### src/rtl/if_stage.sv
// Instruction-fetch stage: PC register, IF/ID pipeline register,
// redirect handling, halt FSM and fetched-instruction counter.
module if_stage #(
  parameter logic [31:0] RESET_PC      = 32'h0000_0000,
  parameter int          NPC_OP_LENGTH = 3
) (
  input  logic                     clk,
  input  logic                     rst_n,
  input  logic [NPC_OP_LENGTH-1:0] npc_op,
  input  logic [31:0]              id_pc4,
  input  logic [15:0]              id_imm16,
  input  logic [25:0]              id_target26,
  input  logic                     stall,
  output logic [31:0]              imem_addr,
  input  logic [31:0]              imem_rdata,
  output logic [31:0]              if_id_instr,
  output logic [31:0]              if_id_pc4,
  output logic                     if_id_valid,
  output logic [31:0]              pc,
  output logic                     halted,
  output logic [31:0]              fetch_count
);

  localparam logic [NPC_OP_LENGTH-1:0] NPC_JUMP   = NPC_OP_LENGTH'(1);
  localparam logic [NPC_OP_LENGTH-1:0] NPC_OFFSET = NPC_OP_LENGTH'(2);
  localparam logic [NPC_OP_LENGTH-1:0] NPC_HALT   = NPC_OP_LENGTH'(3);

  typedef enum logic {
    RUN,
    HALTED
  } state_t;

  typedef struct packed {
    logic [31:0] instr;
    logic [31:0] pc4;
    logic        valid;
  } if_id_t;

  localparam if_id_t IF_ID_NOP = '{instr: 32'h0, pc4: 32'h0, valid: 1'b0};
  localparam logic [31:0] PC_INIT = {RESET_PC[31:2], 2'b00};

  state_t      state_q, state_d;
  logic [31:0] pc_q, pc_d;
  if_id_t      if_id_q, if_id_d;
  logic [31:0] cnt_q, cnt_d;

  logic [31:0] pc4;
  logic [31:0] jump_pc;
  logic [31:0] br_pc;
  logic        is_jump;
  logic        is_offset;
  logic        is_halt;

  assign pc4       = pc_q + 32'd4;
  assign jump_pc   = {id_pc4[31:28], id_target26, 2'b00};
  assign br_pc     = id_pc4 + {{14{id_imm16[15]}}, id_imm16, 2'b00};
  assign is_jump   = (npc_op == NPC_JUMP);
  assign is_offset = (npc_op == NPC_OFFSET);
  assign is_halt   = (npc_op == NPC_HALT);

  always_comb begin
    state_d = state_q;
    pc_d    = pc_q;
    if_id_d = if_id_q;
    cnt_d   = cnt_q;
    unique case (state_q)
      RUN: begin
        if (!stall) begin
          unique case (1'b1)
            is_jump: begin
              pc_d    = jump_pc;
              if_id_d = IF_ID_NOP;
            end
            is_offset: begin
              pc_d    = br_pc;
              if_id_d = IF_ID_NOP;
            end
            is_halt: begin
              if_id_d = IF_ID_NOP;
              state_d = HALTED;
            end
            default: begin
              pc_d    = pc4;
              if_id_d = '{instr: imem_rdata, pc4: pc4, valid: 1'b1};
              cnt_d   = cnt_q + 32'd1;
            end
          endcase
        end
      end
      HALTED: if_id_d = IF_ID_NOP;
      default: begin
        state_d = RUN;
        if_id_d = IF_ID_NOP;
      end
    endcase
    // Keep the PC word-aligned regardless of decode inputs.
    pc_d[1:0] = 2'b00;
  end

  always_ff @(posedge clk or negedge rst_n) begin
    if (!rst_n) begin
      state_q <= RUN;
      pc_q    <= PC_INIT;
      if_id_q <= IF_ID_NOP;
      cnt_q   <= 32'h0;
    end else begin
      state_q <= state_d;
      pc_q    <= pc_d;
      if_id_q <= if_id_d;
      cnt_q   <= cnt_d;
    end
  end

  assign imem_addr   = pc_q;
  assign pc          = pc_q;
  assign if_id_instr = if_id_q.instr;
  assign if_id_pc4   = if_id_q.pc4;
  assign if_id_valid = if_id_q.valid;
  assign halted      = (state_q == HALTED);
  assign fetch_count = cnt_q;

endmodule
### config.mk
export PLATFORM = sky130hd
export DESIGN_NAME = if_stage
export DESIGN_NICKNAME = d
export VERILOG_FILES = /design/src/rtl/if_stage.sv
export SDC_FILE = /design/constraint.sdc
export NUM_CORES = 1
export LEC_CHECK = 0
export ABC_AREA = 1
export CORE_ASPECT_RATIO = 1.4
export CORE_MARGIN = 2
export CORE_UTILIZATION = 52
export DETAILED_ROUTE_END_ITERATION = 6
export PLACE_DENSITY_LB_ADDON = 0.3
export SETUP_SLACK_MARGIN = 0.15
export SLEW_MARGIN = 20
export SYNTH_ARGS = -nofsm -noshare
export SYNTH_HDL_FRONTEND = slang
export SYNTH_SLANG_ARGS = --single-unit
export TNS_END_PERCENT = 10
### constraint.sdc
create_clock -name clk -period 3.3 [get_ports clk]
set_input_delay 0.99 -clock clk [delete_from_list [all_inputs] [get_ports clk]]
set_output_delay 0.99 -clock clk [all_outputs]
set_load 0.01 [all_outputs]
==> summary.md <==
| Metric | Value |
|---|---|
| Remaining Overflow, GRT | 0 |
| CP cell instances | clkdlybuf4s50_1, buf_12, ha_1, nand2_1, nor2_1, inv_1, nor3_1, nand3_1, nand2_1, nand2_1, nand3_1, nand3_1, nand2_1, inv_1 |
| # diodes | 0 |
| Slew Limit Headroom | 0.540 |
| Synthesized cell area | around 9000 sq um |
| Final non-filler cell total | roughly 1800 |
| Clock transition at the registers of the reported paths | approximately 0.06 ns |
| Worst r2r path cells | 10 |
| First-pass GRT wire length | roughly 48000 um |
| Gp weighted congestion | between 1 and 1.5 |
| Seq/Total Area, Yosys | 0.352 |
| Final Hold Fails | 0 |
| Async S/R FF share, synth | 1.00 |
| Die Ht | between 150 and 200 um |
| Vias in the first global route | 9572 |
| Sequential standard cell area | ~3200 sq um |
| TritonCTS Sinks | between 100 and 150 |
| Critical Path End | imem_addr[27] |
| Worst R2R Start | imem_addr[2] |
| Combinational fraction of design power | 0.154 |
| CP startpoint | id_imm16[15] |
| Area Growth Syn to Fin | 38.1% |
| Placed Area | approximately 12000 sq um |
| Slew Viols, Final | 0 |
| Critical path arrival | 3.18 ns |
| Worst skew pair latency | between 0.4 and 0.5 ns |
| # DRC | 0 |
| Cell taking the most area after synthesis | dfrtp_1 |
| Gate Count Post-Synth | about 1300 |
| Fmax | roughly 0.35 GHz |
| Antenna violations before repair | 0 |
| Top post-synthesis cells by area | dfrtp_1, nand2_1, inv_1, nand3_1, ha_1 |
| R2r setup slk | 0.62 ns |
| Post-synth top area share | 0.352 |
| Status | finished clean |
| Hold Path Class | reg -> reg |
| Crit path max fanout | 15 |
| Iter 0 DRT Violations | about 920 |
| Root buf cell | clkbuf_16 |
| Switching power | about 1.1 mW |
| Post-layout util | 0.737 |
| Final Setup Violations | 0 |
| CTS Hold Bufs | 0 |
| CORE AREA | 16800 sq um |
| Top cell by count, worst path | nand2_1 |
| Yosys warning count | 0 |
| Leak | 6.22 nW |
| IO Count | around 270 |
| Switching Fraction | 0.266 |
| Vias | 9844 |
| Total Routed Length | around 30000 um |
| Max_cap viols | 0 |
| Vias per Instance | ~5.5 |
| Multi-input logic area | around 4700 sq um |
| Sequential Power Share | 0.367 |
| Setup WS post-layout | roughly 0.44 ns |
| ANT nets after route | 0 |
| Setup WS pre-CTS | slightly above 0.007 ns |
| Post-layout net count | approximately 1700 |
| Dpl cells | between 1500 and 2000 |
| Tcrit/Tclk final | 0.868 |
| CTS buffer count | 17 |
| RSZ-0062 raised after global routing | false |
| # fillers | about 1400 |
| Syn_area_per_cell | between 6 and 7 sq um |
| Cell Pwr Density | approximately 340 nW/um^2 |
| Initial Utilization | 0.533 |
| Crit. End Element | flop |
| Post-Layout Inst Area | approximately 12000 sq um |
| Proportion of layout cells with a drive suffix above 1 | 0.0513 |
| CTS tree | built |
| H-tree levels | 4 |
| Crit path launch type | input pin |
| Row count | 56 |
| Setup Fix Bufs, Post-CTS | 0 |
| Number of synthesized flops with an enable pin | 0 |
| Worst path buffer plus inverter count | 4 |
| WS Path Type | in -> reg |
| Int Pwr | around 3.1 mW |
| Clk_skew | ~0.011 ns |
| Largest net degree at the start of global routing | 66 |
| Clock Power Share | 0.479 |
| Sum of negative setup slack | 0 ns |
| Die ar. | between 15000 and 20000 sq um |
| Critical Path RT | 3.62 ns |
| Critical Path Slowest Stage Cell | clkdlybuf4s50_1 |
| Post-CTS Resized | 0 |
| DR pass1 iterations | 6 |
| # port buffers | ~270 |
| Avg WL per Cell | 17.0 um |
| Largest stage delay, worst path | between 0.4 and 0.5 ns |
| Reg-to-Reg End | imem_addr[10] |
| Synth cell types | between 40 and 50 |
| CP Depth | 14 |
| Slew of the pin with the lowest slew margin | 0.690 ns |
| Most common flop cell mapped by yosys | dfrtp_1 |
| Worst VDD drop | approximately 0.33 mV |
| CTS Buffer Depth | 2 |
| CP top delay family | simple AND/OR/NAND/NOR gates |
| DPL Wire Length | approximately 23000 um |
| Synthesis-stage register bit count | about 130 |
| Tmin final | 2.86 ns |
| Tot GR Track Use | 0.334 |
| Chip width | approximately 110 um |
[cell type report]
type / instances / share of cell area
multi-input combinational: 925 / 0.378
inverter: 200 / 0.0606
sequential: 126 / 0.255
clock inverter: 14 / 0.0168
tap: 203 / 0.0205
clock buffer: 18 / 0.0346
timing repair buffer: 295 / 0.235
[sequential cells by signal (all words and copies together), names as in the netlist]
name	cells
imem_addr	30
if_id_valid	1
if_id_pc4	30
halted	1
if_id_instr	32
fetch_count	32
[power by group through the flow]
stage | clock (mW) | combinational, mW | sequential, mW
floorplan | 0 | 0.342 | 1.58
global placement | 0 | 0.638 | 1.58
detailed placement | 0 | 0.645 | 1.58
CTS | 2.02 | 0.649 | 1.55
global route | 2.11 | 0.734 | 1.55
finish | 2.03 | 0.654 | 1.55
[worst reg2reg max path: cells and delay by family (launching register included)]
family	cells	cell delay, ns
AND/OR/NAND/NOR	5	1.07
AO/OA/AOI/OAI	3	0.55
flip-flops	1	0.51
adder cells (fa/ha/maj)	1	0.39
buffers and inverters	1	0.06
[kinds of logic (layout without fill, tap and decap cells)]
kind of cell	Yosys count	count (layout)	synth area share
flops	126	126	0.352
buf+inv	268	527	0.128
compound gates	137	137	0.0998
other cells	1	6	0.000418
xor+xnor	31	31	0.0303
simple gates	719	719	0.344
fa+ha+maj	32	32	0.0455
[cell usage after synthesis (2+ instances only)]
cell type  count
nor2_2         2
nand2_2        2
and2_1         2
a32o_1        33
nand3b_1       3
nand3_1      136
o21bai_1       3
o21ai_0       59
or2_2          3
nor3_1        22
o22ai_1        2
buf_2          5
nand4_1       27
buf_4         36
dfrtp_1      126
nor4_4         2
a21oi_1       32
inv_1        197
nor2_1       102
nand2_1      409
xnor2_1       15
clkbuf_1      26
nor4_1         3
clkinv_1       2
ha_1          31
xor2_1        16
nor2_4         3
[through the flow]
stage | power, mW | hold WS (ns)
after global placement | 2.22 | 0.486
after global routing | 4.39 | 0.516
after detailed placement | 2.23 | 0.495
after floorplan | 1.92 | 0.522
after CTS | 4.23 | 0.510
final | 4.24 | 0.506
[metal layers]
| layer | GRT usage | up-vias | part of all wire |
|---|---|---|---|
| li1 | - | 4710 | - |
| met1 | 0.359 | 4500 | 0.36 |
| met2 | 0.595 | 497 | 0.51 |
| met3 | 0.0632 | 137 | 0.071 |
| met4 | 0.198 | 0 | 0.061 |
| met5 | 0 | - | 0 |
[placed cells by master (no fill, tap or decap), types with 2 or more instances in the layout]
| cell | count |
|---|---|
| ha_1 | 31 |
| inv_2 | 2 |
| xor2_1 | 16 |
| buf_4 | 28 |
| o21bai_1 | 3 |
| nand3_1 | 136 |
| nor4_1 | 3 |
| nor4_4 | 2 |
| nor2_1 | 102 |
| nor2_4 | 3 |
| nor2_2 | 2 |
| clkdlybuf4s50_1 | 263 |
| inv_6 | 4 |
| nand2_1 | 409 |
| o22ai_1 | 2 |
| a21oi_1 | 32 |
| clkbuf_16 | 17 |
| nand3b_1 | 3 |
| nand4_1 | 27 |
| conb_1 | 6 |
| bufinv_16 | 4 |
| nor3_1 | 22 |
| and2_1 | 2 |
| o21ai_0 | 59 |
| a32o_1 | 33 |
| or2_2 | 3 |
| clkinvlp_4 | 2 |
| dfrtp_1 | 126 |
| buf_12 | 3 |
| xnor2_1 | 15 |
| inv_1 | 196 |
| nand2_2 | 2 |
| clkinv_1 | 2 |
| clkinv_4 | 3 |
[worst min path at each step]
stage                          from         endpoint  slack (ns)  depth (start not counted)
floorplan           fetch_count[30]  fetch_count[30]        0.52                          1
global placement    fetch_count[16]  fetch_count[16]        0.49                          1
detailed placement      if_id_valid      if_id_valid        0.50                          2
CTS                 fetch_count[26]  fetch_count[26]        0.51                          1
global route        fetch_count[26]  fetch_count[26]        0.52                          1
finish              fetch_count[26]  fetch_count[26]        0.51                          1
Note: power is estimated with default switching activity, not from simulation.
